**src/rtl/kbd_pkg.sv**
```systemverilog
// Shared keyboard definitions: key codes, event FSM states,
// and the arrow-key classifier used to enable auto-repeat.
package kbd_pkg;

  localparam logic [7:0] KEY_UP    = 8'd1;
  localparam logic [7:0] KEY_DOWN  = 8'd2;
  localparam logic [7:0] KEY_LEFT  = 8'd3;
  localparam logic [7:0] KEY_RIGHT = 8'd4;
  localparam logic [7:0] KEY_ENTER = 8'd13;

  typedef enum logic [1:0] {
    IDLE   = 2'd0,
    HOLD   = 2'd1,
    DELAY  = 2'd2,
    REPEAT = 2'd3
  } kstate_t;

  function automatic logic is_arrow(
    input logic [7:0] code
  );
    return (code >= KEY_UP) &&
           (code <= KEY_RIGHT);
  endfunction

endpackage

```
**src/rtl/key_fifo.sv**
```systemverilog
// Sync first-word-fall-through FIFO for key events.
// Ports: i_push/i_data in, i_pop out; o_valid/o_head/o_count/o_full status.
module key_fifo #(
  parameter int DEPTH = 8,
  parameter int W     = 8
) (
  input  logic                           i_clk,
  input  logic                           i_rst_n,
  input  logic                           i_push,
  input  logic [W-1:0]                   i_data,
  input  logic                           i_pop,
  output logic                           o_valid,
  output logic [W-1:0]                   o_head,
  output logic [$clog2(DEPTH+1)-1:0]     o_count,
  output logic                           o_full
);

  localparam int AW = $clog2(DEPTH);
  localparam int CW = $clog2(DEPTH+1);

  logic [W-1:0]  r_mem [DEPTH];
  logic [AW-1:0] r_rptr;
  logic [AW-1:0] r_wptr;
  logic [CW-1:0] r_count;
  logic          w_pop;
  logic          w_push;

  assign o_valid = (r_count != '0);
  assign o_full  = (r_count == CW'(DEPTH));
  assign o_count = r_count;
  assign o_head  = o_valid ? r_mem[r_rptr] : '0;

  // When full, a simultaneous pop frees the slot the write lands in.
  assign w_pop  = i_pop & o_valid;
  assign w_push = i_push & (~o_full | w_pop);

  always_ff @(posedge i_clk) begin
    if (w_push) r_mem[r_wptr] <= i_data;
  end

  always_ff @(posedge i_clk or negedge i_rst_n) begin
    if (!i_rst_n) begin
      r_rptr  <= '0;
      r_wptr  <= '0;
      r_count <= '0;
    end else begin
      if (w_push) r_wptr <= r_wptr + AW'(1);
      if (w_pop)  r_rptr <= r_rptr + AW'(1);
      if (w_push && !w_pop)
        r_count <= r_count + CW'(1);
      else if (w_pop && !w_push)
        r_count <= r_count - CW'(1);
    end
  end

endmodule

```
**src/rtl/key_event_queue.sv**
```systemverilog
// Turns held-key levels into press events with arrow auto-repeat, queued in a FWFT FIFO.
// Ports: clk_in/rst, key_state/key_ascii in, evt_* handshake out, overflow flag.
module key_event_queue
  import kbd_pkg::*;
#(
  parameter int DEPTH         = 8,
  parameter bit REPEAT_EN     = 1'b1,
  parameter int REPEAT_DELAY  = 50000000,
  parameter int REPEAT_PERIOD = 10000000
) (
  input  logic                       clk_in,
  input  logic                       rst,
  input  logic                       key_state,
  input  logic [7:0]                 key_ascii,
  input  logic                       evt_ready,
  input  logic                       ovf_clr,
  output logic                       evt_valid,
  output logic [7:0]                 evt_code,
  output logic [$clog2(DEPTH+1)-1:0] evt_count,
  output logic                       overflow
);

  localparam int TMAX = (REPEAT_DELAY > REPEAT_PERIOD) ?
                        REPEAT_DELAY : REPEAT_PERIOD;
  localparam int TW   = (TMAX > 1) ? $clog2(TMAX) : 1;
  localparam logic [TW-1:0] T_DLY = TW'(REPEAT_DELAY - 1);
  localparam logic [TW-1:0] T_PER = TW'(REPEAT_PERIOD - 1);

  kstate_t       r_state;
  logic [TW-1:0] r_timer;
  logic [7:0]    r_held;
  logic          r_state_in;
  logic [7:0]    r_ascii_in;
  logic          r_ovf;

  logic          w_press;
  logic          w_release;
  logic          w_tick;
  logic          w_rpt;
  logic          w_push;
  logic [7:0]    w_data;
  logic          w_full;
  logic          w_drop;
  kstate_t       w_target;

  assign w_press = key_state && (key_ascii != 8'd0) &&
                   (!r_state_in || key_ascii != r_ascii_in);
  assign w_release = !key_state || (key_ascii == 8'd0);

  assign w_target = (REPEAT_EN && is_arrow(key_ascii)) ?
                    DELAY : HOLD;

  assign w_rpt  = (r_state == DELAY) || (r_state == REPEAT);
  assign w_tick = ((r_state == DELAY)  && (r_timer == T_DLY)) ||
                  ((r_state == REPEAT) && (r_timer == T_PER));

  // A fresh press always wins over a repeat tick in the same cycle.
  assign w_push = w_press | (w_tick & ~w_release);
  assign w_data = w_press ? key_ascii : r_held;
  assign w_drop = w_push & w_full & ~(evt_valid & evt_ready);

  assign overflow = r_ovf;

  always_ff @(posedge clk_in or negedge rst) begin
    if (!rst) begin
      r_state    <= IDLE;
      r_timer    <= '0;
      r_held     <= '0;
      r_state_in <= 1'b0;
      r_ascii_in <= '0;
      r_ovf      <= 1'b0;
    end else begin
      r_state_in <= key_state;
      r_ascii_in <= key_ascii;
      if (w_drop)       r_ovf <= 1'b1;
      else if (ovf_clr) r_ovf <= 1'b0;
      if (w_press) begin
        r_held  <= key_ascii;
        r_timer <= '0;
        r_state <= w_target;
      end else if (w_release) begin
        r_state <= IDLE;
        r_timer <= '0;
      end else if (w_rpt) begin
        if (w_tick) begin
          r_state <= REPEAT;
          r_timer <= '0;
        end else begin
          r_timer <= r_timer + TW'(1);
        end
      end
    end
  end

  key_fifo #(
    .DEPTH (DEPTH),
    .W     (8)
  ) u_fifo (
    .i_clk   (clk_in),
    .i_rst_n (rst),
    .i_push  (w_push),
    .i_data  (w_data),
    .i_pop   (evt_ready),
    .o_valid (evt_valid),
    .o_head  (evt_code),
    .o_count (evt_count),
    .o_full  (w_full)
  );

endmodule

```
**config.mk**
```make
export PLATFORM = sky130hd
export DESIGN_NAME = key_event_queue
export DESIGN_NICKNAME = d
export VERILOG_FILES = /design/src/rtl/kbd_pkg.sv /design/src/rtl/key_fifo.sv /design/src/rtl/key_event_queue.sv
export SDC_FILE = /design/constraint.sdc
export NUM_CORES = 1
export LEC_CHECK = 0
export BUFFER_PORTS_ARGS = -buffer_cell sky130_fd_sc_hd__buf_2
export CAP_MARGIN = 20
export CORE_MARGIN = 4
export CORE_UTILIZATION = 55
export CTS_CLUSTER_DIAMETER = 60
export CTS_CLUSTER_SIZE = 8
export DETAILED_ROUTE_END_ITERATION = 8
export GPL_TIMING_DRIVEN = 0
export PLACE_DENSITY = 0.77
export SYNTH_ARGS = -nofsm -noshare
export SYNTH_HDL_FRONTEND = slang
export SYNTH_SLANG_ARGS = --single-unit
```
**constraint.sdc**
```tcl
create_clock -name clk_in -period 2.8 [get_ports clk_in]
set_input_delay 0.56 -clock clk_in [delete_from_list [all_inputs] [get_ports clk_in]]
set_output_delay 0.56 -clock clk_in [all_outputs]
set_load 0.02 [all_outputs]
```
# Yosys cells after proc, flatten, opt, wreduce, memory -nomap -nowiden
# Memory sizes are Yosys's and may differ from the RTL's.
# Cells that the tools add are included.
[word_totals]
regBits = 56
mem_bits_rw = 64
input_bits = 13
output_inout_bits = 14
word_cells = 73
n_memories = 1
[classes]
addsub = 5
order_cmp = 2
eq_ne = 6
mux = 17
bitwise = 10
n_reduce_logical = 23
[memory_table]
columns = ["memory", "words", "width", "read_ports", "rd_clocked_by_memory_dff", "wr", "line_no", "source"]
rows = [
  ["u_fifo.r_mem", 8, 8, 1, 0, 1, "key_fifo.sv:21", "logic [W-1:0] r_mem [DEPTH];"],
]
[ops]
columns = ["op", "count"]
rows = [
  ["two-way mux 26 bit", 4],
  ["adder 26 x 1 -> 26 bit, second input constant", 1],
  ["equality test 26 x 24 -> 1 bit, second input constant", 1],
  ["equality test 26 bit, second input constant", 1],
  ["two-way mux 8 bit", 2],
  ["two-way mux 2 bit", 5],
  ["greater-or-equal comparator 8 x 1 -> 1 bit, second input constant", 1],
  ["<= comparator 8 x 3 -> 1 bit, second input constant", 1],
  ["logical NOT 8 bit", 1],
  ["two-way mux 4 bit", 2],
  ["!= test 8 bit", 1],
  ["nonzero test 8 bit", 1],
  ["logical AND 1 bit", 7],
  ["adder 3 x 1 -> 3 bit, second input constant", 2],
  ["nonzero test 3 bit", 2],
  ["AND 1 bit", 5],
  ["adder 4 x 1 -> 4 bit, second input constant", 1],
  ["equality test 2 bit, second input constant", 2],
  ["equality test 4 bit, second input constant", 1],
  ["logical NOT 1 bit", 4],
  ["logical OR 1 bit", 4],
  ["two-way mux 1 bit", 4],
  ["nonzero test 2 bit", 2],
  ["nonzero test 4 bit", 1],
  ["4 further kinds", 7],
]

# Longest topological paths before layout
[depth]
ltp_word = 10
ltp_mapped = 14
mapped_depth_nobuf = 13

# Modules after synthesis
# A second synthesis with hierarchy kept.
[hier_totals]
cells_unflattened = 369
area_unflattened_um2 = 5316.3
[modules_own_cells]
columns = ["mod", "n_inst", "cells_per_inst", "area_each_um2", "seq_area_each_um2"]
rows = [
  ["key_fifo", 1, 159, 3049.2, 2172.1],
  ["key_event_queue", 1, 210, 2267.2, 1151.1],
]

# Least setup slack after synthesis
# OpenSTA, ideal clock, no wires.
[synth_timing]
path_type = "input to register"
start = "in key_ascii[5]"
end = "reg u_fifo.r_count[3], in the netlist u_fifo.o_count[3]"
arrival_time_ns = 2.923
required_time_ns = 2.666
path_slack_ns = -0.257
path_stages = 13
path_buffers = 1
cell_sequence = "or4_4 o31a_1 nand2_1 a21oi_1 buf_2 ha_1 inv_1 ha_1 a21o_1 a21oi_1 xnor2_1 nor2_1 xor2_1"
[synth_via]
elab_chain_cells = 9
[synth_lines]
columns = ["item", "line_no", "source"]
rows = [
  ["from (decl)", "key_event_queue.sv:14", "input logic [7:0] key_ascii,"],
  ["logical NOT 8 bit", "key_event_queue.sv:48", "assign w_release = !key_state || (key_ascii == 8'd0);"],
  ["logical OR 1 bit", "key_event_queue.sv:48", ""],
  ["inverter 1 bit", "key_event_queue.sv:58", "assign w_push = w_press | (w_tick & ~w_release);"],
  ["AND 1 bit", "key_event_queue.sv:58", ""],
  ["OR 1 bit *", "key_event_queue.sv:58", ""],
  ["AND 1 bit *", "key_fifo.sv:35", "assign w_push = i_push & (~o_full | w_pop);"],
  ["via u_fifo.w_push", "key_fifo.sv:26", "logic w_push;"],
  ["logical NOT 1 bit", "key_fifo.sv:51", "else if (w_pop && !w_push)"],
  ["logical AND 1 bit", "key_fifo.sv:51", ""],
  ["nonzero test 2 bit (no source line)", "--", ""],
  ["to (signal assigned)", "key_fifo.sv:50", "r_count <= r_count + CW'(1);"],
  ["to (signal assigned)", "key_fifo.sv:52", "r_count <= r_count - CW'(1);"],
  ["to (decl)", "key_fifo.sv:24", "logic [CW-1:0] r_count;"],
]
# Mark *: on every way through the listed nets, which the timed path passes. The rest lies on a longest branch.
# A chain may end at the register's enable or synchronous reset.

# Final worst setup path
[layout_timing]
start = "reg r_timer[22]"
end = "reg u_fifo.r_count[3], in the netlist u_fifo.o_count[3]"
[layout_via]
elab_chain_cells = 9
[layout_lines]
columns = ["item", "line_no", "source"]
rows = [
  ["from (decl)", "key_event_queue.sv:30", "logic [TW-1:0] r_timer;"],
  ["from (signal assigned)", "key_event_queue.sv:89", "r_timer <= r_timer + TW'(1);"],
  ["equality test 26 bit / equality test 26 x 24 -> 1 bit (equally long branches)", "key_event_queue.sv:54, key_event_queue.sv:55", ""],
  ["logical AND 1 bit (on tied branches)", "key_event_queue.sv:54, key_event_queue.sv:55", ""],
  ["logical OR 1 bit *", "key_event_queue.sv:54", "assign w_tick = ((r_state == DELAY) && (r_timer == T_DLY)) ||"],
  ["AND 1 bit *", "key_event_queue.sv:58", ""],
  ["OR 1 bit *", "key_event_queue.sv:58", ""],
  ["AND 1 bit *", "key_fifo.sv:35", ""],
  ["via u_fifo.w_push", "key_fifo.sv:26", ""],
  ["logical NOT 1 bit", "key_fifo.sv:51", ""],
  ["logical AND 1 bit", "key_fifo.sv:51", ""],
  ["nonzero test 2 bit (no source line)", "--", ""],
]
# Marked as above.

==> results.yml <==
outcome:
  status: "finished, violations left"
  failed_checks: "negative setup slack"
critical_path:
  r2r_cells: 13
  reg2reg_to: "u_fifo.o_count[3]$_DFFE_PN0P_"
  worstSetupPathType: "register to register"
  r2r-start: "r_timer[22]$_DFFE_PN0P_"
  worstPathArrival_ns: 3.21
  critPathLaunchType: "register"
  cp_max_fo: 3
  cp.required_ns: 3.18
  cp-end-kind: "register"
  setup.reg_to_reg.worst_slack_ns: -0.03
timing:
  rsz0062_at_grt: "yes"
  tightestPinTransition_ns: 0.899
  fin_skew_ns: 0.00888
  slew_violations: 0
  fmax_mhz: 353
  setup_viol: 1
  min_period_ns: 2.83
  hold_viol: 0
  min_period_over_period: 1.01
  worst_slack_ns: -0.0330
  max_slew_margin: 0.395
  whs_ns: 0.0369
die:
  fp.dieW_um: 106
  ios: 27
  initial_core_util: 0.572
  die_area_sq_um: 11300
  core_sq_um: 9330
  die_y_um: 106
  num_rows: 35
placement:
  dpl_cell_area_sq_um: 5670
  dpl.hpwl_um: 7260
  routabilityCongestion: 0.878
  io_buffers: 26
  pre_cts_slack_ns: -0.689
routing:
  totalWireLength_um: 11400
  drtIter0Drc: 325
  vias_per_cell: 6.22
  first_pass_iters: 5
  ant_nets: 0
  drc: 0
  vias: 3570
  wl_per_cell_um: 19.9
synth:
  yosysTopAreaCellShare: 0.360
  synth_edf_count: 64
  yosysMostFrequentCell: "edfxtp_1"
  synth_seq_cells: 120
  syn_avg_cell_area_sq_um: 14.0
  synth_seq_area_share: 0.623
  synth-main-ff-cell: "edfxtp_1"
  syn_inst: 380
  netlist_area_sq_um: 5330
  synth_area_leaders: "edfxtp_1, dfrtp_1, mux4_2"
  synthesis.nets: 400
  ys_types: 46
  netlist_top_cells_count: "edfxtp_1, dfrtp_1, a21oi_1"
  synth_top_area_cell: "edfxtp_1"
  async_flop_share: 0.467
  yosys_warnings: 0
grt:
  use_met1: 0.312
  globalRouteTotalUtil: 0.214
  grt_overflow: 0
  grtUsageMet2: 0.327
  use_met3: 0.0461
  grt-busiest-layer: "met2"
  grt_antenna_before_repair: 0
  grt_pass1_vias: 3494
  grt_max_degree: 36
  grt_pass1_wl_um: 18500
power_and_ir_drop:
  p_clk_frac: 0.344
  p_per_area_nw_per_um2: 920
  seqPwrFrac: 0.399
  intPower_uw: 4010
  p_comb_frac: 0.256
  p_sw_uw: 1840
  switching_share: 0.314
  ir_drop_mv: 0.541
  p_leak_uw: 0.00228
run:
  timing.max_cap.violations: 0
layout:
  diodes: 0
  area_growth_pct: 19.4
  finish.net_count: 452
  nFillCells: 662
  design_area_sq_um: 6360
  drive_gt1_frac: 0.267
cts:
  root_buffer: "clkbuf_8"
  cts_tree: "yes"
  cts_hold_buf: 0
  clock_latency_ns: 0.50
  htreeDepth: 4
  cts.clk_slew.worst_paths_ns: 0.06
  cts_buffer_depth: 2
  cts.sink_count: 120
  cts_buffers: 17
hold_path:
  hp-class: "input pin to async pin"
[metal layers]
| layer | wire length (um) | up-vias |
|---|---|---|
| met3 | 733 | 16 |
| met5 | 0 | - |
| met4 | 140 | 0 |
| met2 | 5520 | 168 |
| li1 | - | 1591 |
| met1 | 5010 | 1795 |
[power groups by stage]
stage          Clock, uW  Combinational (uW)  Sequential [uW]
5_1_grt             2140                1630             2360
4_1_cts             2040                1520             2340
3_5_place_dp           0                1460             2310
2_1_floorplan          0                1030             2310
6_report            2020                1500             2340
3_3_place_gp           0                1420             2290
[kinds of logic after synthesis]
group	synth area share
AO/OA/AOI/OAI	0.0706
multiplexers	0.106
AND/OR/NAND/NOR	0.138
adder cells (fa/ha/maj)	0.0178
flip-flops	0.623
XOR/XNOR	0.0279
buffers and inverters	0.0162
[sequential cells by signal, summed over array words and instances (netlist names)]
name	flops
u_fifo.r_mem	64
r_held	8
r_state	2
u_fifo.r_wptr	3
overflow	1
r_ascii_in	8
u_fifo.r_rptr	3
r_state_in	1
r_timer	26
u_fifo.o_count	4
[repair_timing]
| action | CTS | global route |
|---|---|---|
| endpoints found under the setup margin | 75 | 36 |
| buffers inserted | 5 | 3 |
| pin swaps | 7 | 2 |
| resized for setup | 21 | 1 |
[critical path, cell delays in order (launching register included)]
cell and delay (ns):
dfrtp_2 0.42, or4b_4 0.56, nor4_4 0.17, o2111ai_2 0.16, a21oi_2 0.24, buf_6 0.15, ha_4 0.15, inv_4 0.05
ha_4 0.20, a21o_1 0.15, a21oi_2 0.13, xnor2_1 0.13, nor2_1 0.07, xor2_1 0.13
[through the flow]
step | total power (uW) | setup TNS [ns] | utilization | std cells
finish | 5850 | -0.0330 | 0.682 | 574
global route | 6130 | -0.270 | 0.682 | 574
CTS | 5900 | 0 | 0.681 | 572
detailed placement | 3780 | -18.22 | 0.608 | 536
global placement | 3710 | -8.48 | 0.606 | 535
floorplan | 3340 | -0.187 | - | 380
[area by class of cell]
cell class / count / area [sq um] / area share
buffer: 14 / 80.1 / 0.0126
sequential: 120 / 3330 / 0.523
timing repair buffer: 35 / 210 / 0.0330
multi-input combinational: 240 / 2010 / 0.316
inverter: 4 / 17.5 / 0.00275
tap: 129 / 161 / 0.0254
clock inverter: 15 / 141 / 0.0222
clock buffer: 17 / 414 / 0.0651
[cell usage in the layout, fill, tap and decap left out, types with 9 or more instances in the layout]
cell	netlist	layout
o21ai_0	9	9
mux4_2	16	16
nor2_1	15	15
nand3_1	12	12
nand4_1	10	10
clkbuf_16	0	16
or4_1	16	16
buf_2	3	27
mux2_2	11	11
edfxtp_1	64	64
xnor2_1	13	13
dfrtp_1	56	53
a21oi_1	29	27
o31ai_1	15	15
nand2_1	24	24
or3_1	10	10
[worst max-delay path by stage]
stage,from,end,slack [ns]
final,r_timer[22]$_DFFE_PN0P_,u_fifo.o_count[3]$_DFFE_PN0P_,-0.03
after detailed placement,key_ascii[3],u_fifo.o_count[3]$_DFFE_PN0P_,-0.69
after CTS,r_timer[22]$_DFFE_PN0P_,u_fifo.o_count[3]$_DFFE_PN0P_,0.003
after floorplan,key_ascii[5],u_fifo.o_count[3]$_DFFE_PN0P_,-0.19
after global placement,key_ascii[3],u_fifo.o_count[3]$_DFFE_PN0P_,-0.58
after global routing,r_timer[22]$_DFFE_PN0P_,u_fifo.o_count[3]$_DFFE_PN0P_,-0.17
Power figures use the tool's default switching activity.
